**config.mk**
```make
export PLATFORM = sky130hd
export DESIGN_NAME = esdi_cmd_xfer
export DESIGN_NICKNAME = d
export VERILOG_FILES = /design/src/rtl/esdi_pkg.sv /design/src/rtl/esdi_sync.sv /design/src/rtl/esdi_cmd_xfer.sv
export SDC_FILE = /design/constraint.sdc
export NUM_CORES = 1
export LEC_CHECK = 0
export ABC_AREA = 1
export ABC_CLOCK_PERIOD_IN_PS = 3450
export CELL_PAD_IN_SITES_DETAIL_PLACEMENT = 0
export CELL_PAD_IN_SITES_GLOBAL_PLACEMENT = 2
export CORE_AREA = 2 2 117 119
export DETAILED_ROUTE_END_ITERATION = 7
export DIE_AREA = 0 0 119 121
export PLACE_DENSITY_LB_ADDON = 0.1
export SYNTH_ARGS = -nofsm -noshare
export SYNTH_HDL_FRONTEND = slang
export SYNTH_SLANG_ARGS = --single-unit
export TNS_END_PERCENT = 5
```
**constraint.sdc**
```tcl
create_clock -name clk -period 3.45 [get_ports clk]
set_input_delay 1.035 -clock clk [delete_from_list [all_inputs] [get_ports clk]]
set_output_delay 1.035 -clock clk [all_outputs]
set_load 0.05 [all_outputs]
```
**src/rtl/esdi_pkg.sv**
```systemverilog
// Shared definitions for the ESDI command/status serial transfer block:
// FSM encoding, transfer length and odd-parity helpers.
package esdi_pkg;

  localparam logic [4:0] CMD_BITS = 5'd17;

  typedef enum logic [2:0] {
    IDLE     = 3'd0,
    C_ACK    = 3'd1,
    C_REL    = 3'd2,
    DISPATCH = 3'd3,
    R_WAIT   = 3'd4,
    R_ACK    = 3'd5,
    R_REL    = 3'd6
  } esdi_state_e;

  // Parity bit that makes a 16-bit word plus the bit carry an odd number of ones.
  function automatic logic odd_parity_bit(input logic [15:0] word);
    return ~(^word);
  endfunction

  function automatic logic odd_parity_ok(input logic [16:0] frame);
    return ^frame;
  endfunction

endpackage

```
**src/rtl/esdi_sync.sv**
```systemverilog
// Single-bit multi-flop synchronizer for host-domain ESDI signals.
module esdi_sync #(
  parameter int STAGES = 2
) (
  input  logic clk,
  input  logic rst,
  input  logic d,
  output logic q
);

  logic [STAGES-1:0] chain_r;
  logic [STAGES:0]   chain_ext_s;

  assign chain_ext_s = {chain_r, d};
  assign q           = chain_r[STAGES-1];

  // Shift the asynchronous input through the flop chain.
  always_ff @(posedge clk or posedge rst) begin
    if (rst) begin
      chain_r <= {STAGES{1'b0}};
    end else begin
      chain_r <= chain_ext_s[STAGES-1:0];
    end
  end

endmodule

```
**src/rtl/esdi_cmd_xfer.sv**
```systemverilog
// ESDI serial command receiver / config-status transmitter with a
// req/ack bit handshake, odd parity and an inter-edge idle timeout.
module esdi_cmd_xfer
  import esdi_pkg::*;
#(
  parameter int SYNC_STAGES = 2,
  parameter int TIMEOUT_CYC = 65535
) (
  input  logic        clk,
  input  logic        rst,
  input  logic        esdi_transfer_req,
  input  logic        esdi_command_data,
  output logic        esdi_transfer_ack,
  output logic        esdi_confstat_data,
  output logic        esdi_command_complete,
  output logic        cmd_valid,
  output logic [15:0] cmd_word,
  input  logic        rsp_valid,
  input  logic        rsp_has_data,
  input  logic [15:0] rsp_word,
  output logic        parity_err,
  output logic        xfer_abort
);

  localparam int CNT_W = $clog2(TIMEOUT_CYC + 1);

  logic req_s, data_s, req_d_r, req_rise_s, req_fall_s;

  esdi_state_e state_r, next_state_s;
  logic             ack_r, ack_nxt_s;
  logic             conf_r, conf_nxt_s;
  logic             cc_r;
  logic             cmd_valid_r, cmd_valid_nxt_s;
  logic [15:0]      cmd_word_r, cmd_word_nxt_s;
  logic [16:0]      shift_r, shift_nxt_s;
  logic [16:0]      rsp_shift_r, rsp_shift_nxt_s;
  logic [4:0]       bit_cnt_r, bit_cnt_nxt_s;
  logic [CNT_W-1:0] idle_cnt_r, idle_cnt_nxt_s;
  logic             perr_r, perr_nxt_s;
  logic             abort_r, abort_nxt_s;
  logic             cnt_active_s, timeout_s;

  esdi_sync #(.STAGES(SYNC_STAGES)) u_sync_req (
    .clk (clk),
    .rst (rst),
    .d   (esdi_transfer_req),
    .q   (req_s)
  );

  esdi_sync #(.STAGES(SYNC_STAGES)) u_sync_data (
    .clk (clk),
    .rst (rst),
    .d   (esdi_command_data),
    .q   (data_s)
  );

  assign req_rise_s   = req_s & ~req_d_r;
  assign req_fall_s   = ~req_s & req_d_r;
  assign cnt_active_s = (state_r != IDLE) && (state_r != DISPATCH);
  assign timeout_s    = cnt_active_s && (idle_cnt_r == CNT_W'(TIMEOUT_CYC));

  // Next-state and next-output logic for the handshake FSM.
  always_comb begin
    next_state_s    = state_r;
    ack_nxt_s       = ack_r;
    conf_nxt_s      = 1'b0;
    cmd_valid_nxt_s = cmd_valid_r;
    cmd_word_nxt_s  = cmd_word_r;
    shift_nxt_s     = shift_r;
    rsp_shift_nxt_s = rsp_shift_r;
    bit_cnt_nxt_s   = bit_cnt_r;
    perr_nxt_s      = 1'b0;
    abort_nxt_s     = 1'b0;

    if (!cnt_active_s || req_rise_s || req_fall_s) begin
      idle_cnt_nxt_s = {CNT_W{1'b0}};
    end else begin
      idle_cnt_nxt_s = idle_cnt_r + CNT_W'(1'b1);
    end

    case (state_r)
      IDLE: begin
        if (req_rise_s) begin
          shift_nxt_s   = {16'd0, data_s};
          bit_cnt_nxt_s = 5'd1;
          ack_nxt_s     = 1'b1;
          next_state_s  = C_ACK;
        end else begin
          bit_cnt_nxt_s = 5'd0;
        end
      end
      C_ACK: begin
        if (req_fall_s) begin
          ack_nxt_s = 1'b0;
          if (bit_cnt_r == CMD_BITS) begin
            bit_cnt_nxt_s = 5'd0;
            if (odd_parity_ok(shift_r)) begin
              cmd_valid_nxt_s = 1'b1;
              cmd_word_nxt_s  = shift_r[16:1];
              next_state_s    = DISPATCH;
            end else begin
              perr_nxt_s   = 1'b1;
              next_state_s = IDLE;
            end
          end else begin
            next_state_s = C_REL;
          end
        end else begin
          ack_nxt_s = 1'b1;
        end
      end
      C_REL: begin
        if (req_rise_s) begin
          shift_nxt_s   = {shift_r[15:0], data_s};
          bit_cnt_nxt_s = bit_cnt_r + 5'd1;
          ack_nxt_s     = 1'b1;
          next_state_s  = C_ACK;
        end else begin
          ack_nxt_s = 1'b0;
        end
      end
      DISPATCH: begin
        // Host edges are deliberately ignored until the decoder answers.
        if (rsp_valid) begin
          cmd_valid_nxt_s = 1'b0;
          bit_cnt_nxt_s   = 5'd0;
          if (rsp_has_data) begin
            rsp_shift_nxt_s = {rsp_word, odd_parity_bit(rsp_word)};
            next_state_s    = R_WAIT;
          end else begin
            next_state_s = IDLE;
          end
        end else begin
          ack_nxt_s = 1'b0;
        end
      end
      R_WAIT, R_REL: begin
        if (req_rise_s) begin
          conf_nxt_s   = rsp_shift_r[16];
          next_state_s = R_ACK;
        end else begin
          ack_nxt_s = 1'b0;
        end
      end
      R_ACK: begin
        if (req_fall_s) begin
          ack_nxt_s       = 1'b0;
          rsp_shift_nxt_s = {rsp_shift_r[15:0], 1'b0};
          if (bit_cnt_r == (CMD_BITS - 5'd1)) begin
            bit_cnt_nxt_s = 5'd0;
            next_state_s  = IDLE;
          end else begin
            bit_cnt_nxt_s = bit_cnt_r + 5'd1;
            next_state_s  = R_REL;
          end
        end else begin
          ack_nxt_s  = 1'b1;
          conf_nxt_s = conf_r;
        end
      end
      default: begin
        next_state_s = IDLE;
        ack_nxt_s    = 1'b0;
      end
    endcase

    if (timeout_s) begin
      next_state_s    = IDLE;
      ack_nxt_s       = 1'b0;
      conf_nxt_s      = 1'b0;
      cmd_valid_nxt_s = 1'b0;
      bit_cnt_nxt_s   = 5'd0;
      idle_cnt_nxt_s  = {CNT_W{1'b0}};
      abort_nxt_s     = 1'b1;
    end else begin
      abort_nxt_s = 1'b0;
    end
  end

  // State and registered-output update.
  always_ff @(posedge clk or posedge rst) begin
    if (rst) begin
      state_r     <= IDLE;
      req_d_r     <= 1'b0;
      ack_r       <= 1'b0;
      conf_r      <= 1'b0;
      cc_r        <= 1'b1;
      cmd_valid_r <= 1'b0;
      cmd_word_r  <= 16'd0;
      shift_r     <= 17'd0;
      rsp_shift_r <= 17'd0;
      bit_cnt_r   <= 5'd0;
      idle_cnt_r  <= {CNT_W{1'b0}};
      perr_r      <= 1'b0;
      abort_r     <= 1'b0;
    end else begin
      state_r     <= next_state_s;
      req_d_r     <= req_s;
      ack_r       <= ack_nxt_s;
      conf_r      <= conf_nxt_s;
      cc_r        <= (next_state_s == IDLE);
      cmd_valid_r <= cmd_valid_nxt_s;
      cmd_word_r  <= cmd_word_nxt_s;
      shift_r     <= shift_nxt_s;
      rsp_shift_r <= rsp_shift_nxt_s;
      bit_cnt_r   <= bit_cnt_nxt_s;
      idle_cnt_r  <= idle_cnt_nxt_s;
      perr_r      <= perr_nxt_s;
      abort_r     <= abort_nxt_s;
    end
  end

  assign esdi_transfer_ack     = ack_r;
  assign esdi_confstat_data    = conf_r;
  assign esdi_command_complete = cc_r;
  assign cmd_valid             = cmd_valid_r;
  assign cmd_word              = cmd_word_r;
  assign parity_err            = perr_r;
  assign xfer_abort            = abort_r;

endmodule

```
==> results.json <==
{
  "synthCells": 536,
  "drive_above_1_share": 0.0904,
  "syn_area_um2": 4400,
  "numClockSinks": 85,
  "clk_pin_slew_ps": 60,
  "die_h_um": 121,
  "leakage_uw": 0.00251,
  "via_count": 3504,
  "whs_ps": 352,
  "ant_nets": 0,
  "antenna_found_initial": 0,
  "postCtsSetupBuffers": 0,
  "multi_input_area_um2": 1950,
  "overflow": 0,
  "synth_warnings": 0,
  "period_share": 0.779,
  "drt-pass1-iter-count": 5,
  "grt_max_degree": 41,
  "drtIter0Drc": 152,
  "skew_ps": 7.26,
  "dp_slack_ps": 993,
  "start_util": 0.336,
  "row_count": 42,
  "core-area_um2": 13100,
  "syn-mean-instance-area_um2": 8.20,
  "ios": 44,
  "wl_per_cell_um": 12.6,
  "switching_share": 0.354,
  "finalHoldViolCount": 0,
  "synthXorXnorAreaFrac": 0.0458,
  "dp_hpwl_um": 7000,
  "powerDensity_nw_per_um2": 608,
  "track_usage": 0.148,
  "final_util": 0.406,
  "min-delay-path-class": "reg -> reg",
  "clockBufferDepth": 2,
  "area.growth.synth_to_final_pct": 20.8,
  "p_switching_uw": 1140,
  "synth_edf_count": 0,
  "maxCapViolations": 0,
  "endpoint_kind": "output pin",
  "crit_family": "buffers and inverters",
  "h-tree-depth": 3,
  "worstPathRequired_ps": 2410,
  "fillers": 1350,
  "post_drt_via_cell_ratio": 4.60,
  "ir_worst_vdd_v": 0.000316,
  "finalSetupTns_ps": 0,
  "fin_crit_ps": 2690,
  "path_cells": "clkdlybuf4s50_1",
  "synth_compound_area_frac": 0.0970,
  "cts_tree": "yes",
  "critical_path_buf_inv_count": 1,
  "postLayoutCellArea_um2": 5310,
  "synth_cell_types": 44,
  "cp_data_arrival_time_ps": 1650,
  "cts_buffers": 9,
  "synth_fp_nets": 562,
  "max_slew_margin": 0.234,
  "grt_pass1_vias": 3585,
  "placed_area_um2": 5020,
  "intPower_uw": 2090,
  "routed_wl_um": 9600,
  "nets": 607,
  "timing.fmax_mhz": 372,
  "clk_latency_ps": 340,
  "seq_area_um2": 2130,
  "grt_pass1_wl_um": 16800,
  "post_cts_resized": 0,
  "async_reset_ff_frac": 1.00,
  "slowest_delay_ps": 790,
  "setup_slack_ps": 764,
  "status": "finished clean",
  "synth_area_leaders": "dfrtp_1 48%, nand2_1 14%, inv_1 5.0%, nor2_1 4.1%, xnor2_1 2.8%",
  "worst_pin_slew_ps": 1140,
  "synthSimpleGateAreaFrac": 0.290,
  "crit_fanout": 1,
  "critPathKind": "reg -> out",
  "setup_viol": 0,
  "synthAdderAreaFrac": 0.0114,
  "synth_top_area_frac": 0.478,
  "drc": 0,
  "diodes": 0,
  "p_seq_frac": 0.396,
  "die_x_um": 119,
  "port_buffers": 43,
  "clk_root_buffer_cell": "clkbuf_16",
  "synth_mux_area_frac": 0,
  "ys_ff_latch": 85,
  "ys.flop_type": "dfrtp_1",
  "worst_setup_path_start_kind": "register",
  "yosysSeqAreaShare": 0.484,
  "cts_hold_buf": 0,
  "clkPwrFrac": 0.300,
  "rsz0062_at_grt": "no",
  "pwr-share-comb": 0.304,
  "slew_viol_final": 0,
  "synth_top_family_by_area": "simple AND/OR/NAND/NOR gates",
  "die_area_um2": 14400,
  "place.gp.congestion": 0.838,
  "yosysTopAreaCell": "dfrtp_1",
  "slowest_stage": "clkdlybuf4s50_1"
}
metal layers:
metal | share of wire | vias to the layer above | GRT usage
met1 | 0.49 | 1625 | 0.187
li1 | - | 1819 | -
met4 | 0.014 | 0 | 0.0491
met3 | 0.038 | 10 | 0.0428
met5 | 0 | - | 0
met2 | 0.46 | 50 | 0.245
through the flow:
stage	std cells	power [µW]
final	762	3230
after global routing	762	3470
after CTS	762	3280
after detailed placement	746	2290
after global placement	746	2290
after floorplan	536	2040
final cells by class:
cell class / instances / share of cell area
Sequential cell: 85 / 0.401
Multi-Input combinational cell: 373 / 0.368
Timing Repair Buffer: 46 / 0.0877
Inverter: 66 / 0.0469
Clock buffer: 12 / 0.0464
Tap cell: 176 / 0.0415
Clock inverter: 4 / 0.00895
cell usage in the layout, fill, tap and decap left out, types with 2 or more instances in the layout:
cell type	instances
nand3_2	3
clkbuf_16	9
inv_2	7
nand2_1	161
nand3_4	2
clkinv_2	3
clkbuf_1	2
a21oi_1	4
nor2_2	2
nand4_1	8
ha_1	4
a211oi_1	2
nand2_2	8
clkdlybuf4s50_1	43
nor3_2	2
nor3_1	5
nor3b_2	3
o22ai_1	16
inv_1	57
o21ai_0	8
dfrtp_1	84
a31oi_1	18
o21ai_1	16
xnor2_1	14
xor2_1	9
nand3_1	24
buf_4	2
nor2_1	48
sequential cells by signal, summed over array words and instances (netlist names):
register	count
idle_cnt_r	16
u_sync_req.chain_r	2
esdi_confstat_data	1
shift_r	17
req_d_r	1
rsp_shift_r	17
bit_cnt_r	5
esdi_command_complete	1
esdi_transfer_ack	1
xfer_abort	1
u_sync_data.chain_r	2
parity_err	1
cmd_word	16
state_r	3
cmd_valid	1
path summary, 6_finish.rpt:
path                            depth (start not counted)                               end  slack [ps]                             start
worst min register to register                          0  u_sync_data.chain_r[1]$_DFF_PP0_         350  u_sync_data.chain_r[0]$_DFF_PP0_
max in group asynchronous                               3   esdi_command_complete$_DFF_PP1_        1630                               rst
worst min-delay path                                    0  u_sync_data.chain_r[1]$_DFF_PP0_         350  u_sync_data.chain_r[0]$_DFF_PP0_
min in group asynchronous                               2           cmd_word[0]$_DFFE_PP0P_        1130                               rst
worst max-delay path                                    1             esdi_command_complete         760   esdi_command_complete$_DFF_PP1_
worst max register to register                          8   esdi_command_complete$_DFF_PP1_        1150   u_sync_req.chain_r[1]$_DFF_PP0_
synthesized netlist by cell type, types with 4 or more instances:
cell type,number
a21oi_1,4
a31oi_1,18
buf_2,6
clkbuf_1,4
dfrtp_1,84
ha_1,4
inv_1,58
inv_2,7
nand2_1,161
nand2_2,8
nand3_1,24
nand4_1,8
nor2_1,48
nor3_1,5
o21ai_0,8
o21ai_1,16
o22ai_1,16
xnor2_1,14
xor2_1,9
cell families after synthesis:
logic type | Yosys count
simple gates | 275
flops | 85
compound gates | 71
fa+ha+maj | 4
buf+inv | 78
xor+xnor | 23
power groups by stage:
stage,Clock (µW),Sequential (µW),Combinational (µW)
final,969,1280,981
after detailed placement,0,1300,996
after floorplan,0,1340,705
after global routing,1040,1300,1130
after global placement,0,1300,992
after CTS,1010,1280,995
(Power assumes the default switching activity.)
